$ cat src/rtl/register_w4_rst_en_pkg.sv
// Shared constants for the holding-register slice.
//   DEFAULT_WIDTH : default data width of register_w4_rst_en
package register_w4_rst_en_pkg;

   localparam int DEFAULT_WIDTH = 4;

endpackage : register_w4_rst_en_pkg

$ cat src/rtl/register_w4_rst_en.sv
// Generic load-enabled holding register with synchronous reset.
// Captures data_in on a rising clk edge when en is high and holds it
// otherwise. loaded flags that at least one load happened since reset.
//
// Ports
//   clk      : rising-edge clock
//   rst_n    : synchronous reset, active HIGH despite the name (kept so
//              existing instantiations keep connecting by name)
//   en       : load enable, active high
//   data_in  : value to capture, WIDTH bits
//   data_out : registered value, WIDTH bits
//   loaded   : high once an enabled load has occurred since last reset
module register_w4_rst_en
   import register_w4_rst_en_pkg::*;
#(
   parameter int               WIDTH   = DEFAULT_WIDTH,
   parameter logic [WIDTH-1:0] RST_VAL = {WIDTH{1'b0}}
) (
   input  logic             clk,
   input  logic             rst_n,
   input  logic             en,
   input  logic [WIDTH-1:0] data_in,
   output logic [WIDTH-1:0] data_out,
   output logic             loaded
);

   // Reset has priority over the load enable.
   always_ff @(posedge clk) begin
      if (rst_n) begin
         data_out <= RST_VAL;
         loaded   <= 1'b0;
      end else if (en) begin
         data_out <= data_in;
         loaded   <= 1'b1;
      end
   end

`ifndef SYNTHESIS
   a_width_legal : assert property (@(posedge clk) WIDTH >= 1)
      else $error("register_w4_rst_en: WIDTH must be >= 1");

   a_reset_val : assert property (@(posedge clk) rst_n |=> (data_out == RST_VAL))
      else $error("register_w4_rst_en: data_out not RST_VAL after reset");

   a_load : assert property (@(posedge clk)
      (!rst_n && en) |=> (data_out == $past(data_in)))
      else $error("register_w4_rst_en: load did not capture data_in");

   a_hold : assert property (@(posedge clk)
      (!rst_n && !en) |=> (data_out == $past(data_out)))
      else $error("register_w4_rst_en: data_out changed while idle");

   a_no_x : assert property (@(posedge clk) loaded |-> !$isunknown(data_out))
      else $error("register_w4_rst_en: X on data_out after load");
`endif

endmodule : register_w4_rst_en

$ cat config.mk
export PLATFORM = sky130hd
export DESIGN_NAME = register_w4_rst_en
export DESIGN_NICKNAME = d
export VERILOG_FILES = /design/src/rtl/register_w4_rst_en_pkg.sv /design/src/rtl/register_w4_rst_en.sv
export SDC_FILE = /design/constraint.sdc
export NUM_CORES = 1
export LEC_CHECK = 0
export CAP_MARGIN = 20
export CORE_AREA = 2 2 39 41
export DETAILED_ROUTE_END_ITERATION = 10
export DIE_AREA = 0 0 41 43
export PLACE_DENSITY = 0.42
export SLEW_MARGIN = 0
export SYNTH_ARGS = -nofsm -noshare
export SYNTH_HDL_FRONTEND = slang
export SYNTH_SLANG_ARGS = --single-unit
$ cat constraint.sdc
create_clock -name clk -period 1.1 [get_ports clk]
set_input_delay 0.165 -clock clk [delete_from_list [all_inputs] [get_ports clk]]
set_output_delay 0.165 -clock clk [all_outputs]
set_load 0.03 [all_outputs]
==> summary.md, run 1 <==
| Metric | Value |
|---|---|
| Area grow syn2layout | `80.6%` |
| Layout fillers | `~150` |
| Compound-gate portion of the synthesized area | `0%` |
| Post-Syn Instances | `16` |
| Routed WL per cell | `between 8 and 9 microns` |
| Diode count | `0` |
| Die Span Y | `43 microns` |
| Starting density of the core | `approximately an eighth` |
| Sw Ratio | `between 20% and 30%` |
| Clock Latency Late Sink | `0.24 ns` |
| Final instance area | `314 sq um` |
| Post-DRT Antenna Nets | `0` |
| Share of cells above drive strength 1 | `29.0%` |
| Switch Pwr | `between 0.1 and 0.15 mW` |
| Multiplexer area fraction after synthesis | `23.0%` |
| Synth warn | `0` |
| Clock slew at reported path FFs | `0.04 ns` |
| CTS resizes | `0` |
| Max Cap Viol | `0` |
| F_max | `1.06 GHz` |
| Max clock buf depth | `2` |
| Total GRT Usage | `5.92%` |
| Largest family of logic cells by synthesized area | `multiplexers` |
| Tmin final | `0.946 ns` |
| Comb pwr share | `17.1%` |
| Placed Area | `288 sq um` |
| Fin Clk Skew | `0 ns` |
| Final Hold Viols | `0` |
| Synth area leaders | `dfxtp_1 (58%), mux2i_1 (23%), nor2_1 (13%)` |
| Avg Vias per Cell | `3.36` |
| Core ar. | `0.00138 sq mm` |
| Htree depth | `1` |
| Worst hold endpoint | `loaded$_SDFFE_PP0P_` |
| Vias | `158` |
| Part of the power in registers | `40.1%` |
| Status | `finished clean` |
| Worst endpoint required time | `between 1 and 1.5 ns` |
| FP Rows | `14` |
| Adder-Cell Fraction of Synth Area | `0%` |
| Hold path depth | `2` |
| Static leakage | `0.145 nW` |
| Worst Setup Slack, final | `0.154 ns` |
| Post-synthesis net count | `23` |
| VDD IR max | `0.000821 V` |
| Worst flop-to-flop path endpoint | `data_out[2]$_SDFFE_PP0P_` |
| Clk root buf | `clkbuf_4` |
| Share of the synthesized area in the top cell type | `57.6%` |
| Antenna violations before repair | `0` |
| Critical Path Start Type | `input port` |
| Crit share post-route | `a little under nine tenths` |
| Die width | `41 microns` |
| Syn Std Cell Area | `174 sq um` |
| Worst-case setup slack after placement | `-0.0855 ns` |
| Worst r2r src | `data_out[2]$_SDFFE_PP0P_` |
| Register area share after synthesis | `57.6%` |
| Total setup buffers inserted after CTS | `0` |
| Post-Synth XOR/XNOR Area | `0%` |
| First-pass GRT wire length | `593 microns` |
| Power per standard cell area | `1580 mW/mm^2` |
| I/O Pins | `12` |
| Tightest Hold Check Type | `reg -> reg` |
| Area leader, netlist | `dfxtp_1` |
| Worst setup EP type | `flop` |
| RSZ-0062 raised after global routing | `no` |
| Crit Path Category | `in -> reg` |
| Internal power | `0.374 mW` |
| NumNets Final | `39` |
| CTS Buf Count | `3` |
| Clock sinks | `5` |
| Worst path arrival time | `between 1 and 1.5 ns` |
| Hold path startpoint | `loaded$_SDFFE_PP0P_` |
| WHS | `0.467 ns` |
| Max transition margin | `between 80 and 90%` |
| Clock power share | `42.9%` |
| Largest net degree at the start of global routing | `6` |
| Least-Margin Pin Slew | `~0.27 ns` |
| Final slew viol count | `0` |
| Vias in the first global route | `153` |
| FF-to-FF setup slack | `0.49 ns` |
| CTS tree | `yes` |
| Post-synthesis simple-gate area fraction | `12.9%` |
| Final setup vio count | `0` |
| WL final | `between 300 and 400 microns` |
| Reg2reg path depth | `2` |
| Post-synthesis register bit count | `5` |
| Grt total ovfl | `0` |
| Post-synthesis cell type count | `4` |
| Drt drc | `0` |
| Die area | `0.00176 sq mm` |
| Initial DRC count | `2` |
| Max FO, Critical Path | `5` |
| First-pass detailed-route iteration total | `2` |
| RePlAce Congestion | `0.563` |
| IO Port Bufs | `11` |
| Avg Cell Area, Syn | `~11 sq um` |
| Hold buffers post-CTS | `0` |
[synthesized netlist by cell type]
| cell | number |
|---|---|
| mux2i_1 | 4 |
| buf_6 | 1 |
| dfxtp_1 | 5 |
| nor2_1 | 6 |
[per-stage QoR]
step	std cells	util [%]	setup TNS, ns	power, mW
4_1_cts	47	22.7	0	0.506
2_1_floorplan	16	-	0	0.245
6_report	47	22.7	0	0.496
3_3_place_gp	43	20.8	-0.260	0.288
3_5_place_dp	43	20.8	-0.361	0.287
5_1_grt	47	22.7	0	0.530
[state kept, by name (all words and copies together) (netlist names)]
register,count
loaded,1
data_out,4
[worst max-delay path: stages]
cell and delay, ns:
clkdlybuf4s50_1 0.62, mux2i_1 0.24, nor2_1 0.05
[area by class of cell]
cell class | instances | area, sq um | area share (%)
well taps | 16 | 20.0 | 6.37
repair buffers | 12 | 105 | 33.5
multi-input cells | 10 | 62.6 | 19.9
clock buffers | 4 | 26.3 | 8.37
flip-flops and latches | 5 | 100 | 31.9
[layout by cell type, fill, tap and decap left out]
master           synthesis  final
buf_4                    0      6
clkdlybuf4s50_1          0      6
clkbuf_1                 0      1
mux2i_1                  4      4
clkbuf_4                 0      3
nor2_1                   6      6
dfxtp_1                  5      5
[cells by family after synthesis]
kind of cell,after synthesis
buffers and inverters,1
DFF,5
and+or+nand+nor,6
muxes,4
[power by group through the flow]
stage | Sequential [mW] | Clock [mW] | Combinational, mW
2_1_floorplan | 0.224 | 0 | 0.0207
3_3_place_gp | 0.202 | 0 | 0.0857
3_5_place_dp | 0.202 | 0 | 0.0852
4_1_cts | 0.199 | 0.222 | 0.0856
5_1_grt | 0.199 | 0.240 | 0.0911
6_report | 0.199 | 0.213 | 0.0846
[routing by layer]
metal / vias up / track usage (%) / part of all wire [%]
met5: - / 0 / 0
met4: 0 / 4.00 / 0
met3: 0 / 8.38 / 23
met2: 14 / 5.31 / 26
met1: 64 / 6.43 / 50
li1: 80 / - / -
[how the worst max path moves through the flow]
stage	endpoint	cells after the start	start
finish	data_out[0]$_SDFFE_PP0P_	3	en
global route	data_out[2]$_SDFFE_PP0P_	3	en
CTS	data_out[0]$_SDFFE_PP0P_	3	en
detailed placement	data_out[0]$_SDFFE_PP0P_	3	en
global placement	data_out[0]$_SDFFE_PP0P_	3	en
floorplan	data_out[0]$_SDFFE_PP0P_	2	data_out[0]$_SDFFE_PP0P_
Power figures use the tool's default switching activity.
==> run 2: changes to the inputs <==
--- a/config.mk
+++ b/config.mk
@@ -10,6 +10,7 @@
 export DETAILED_ROUTE_END_ITERATION = 10
 export DIE_AREA = 0 0 41 43
 export PLACE_DENSITY = 0.42
+export SETUP_SLACK_MARGIN = 0.1
 export SLEW_MARGIN = 0
 export SYNTH_ARGS = -nofsm -noshare
 export SYNTH_HDL_FRONTEND = slang
==> results of run 2 <==
Final layout, timing and power as in run 1 (identical DEF).
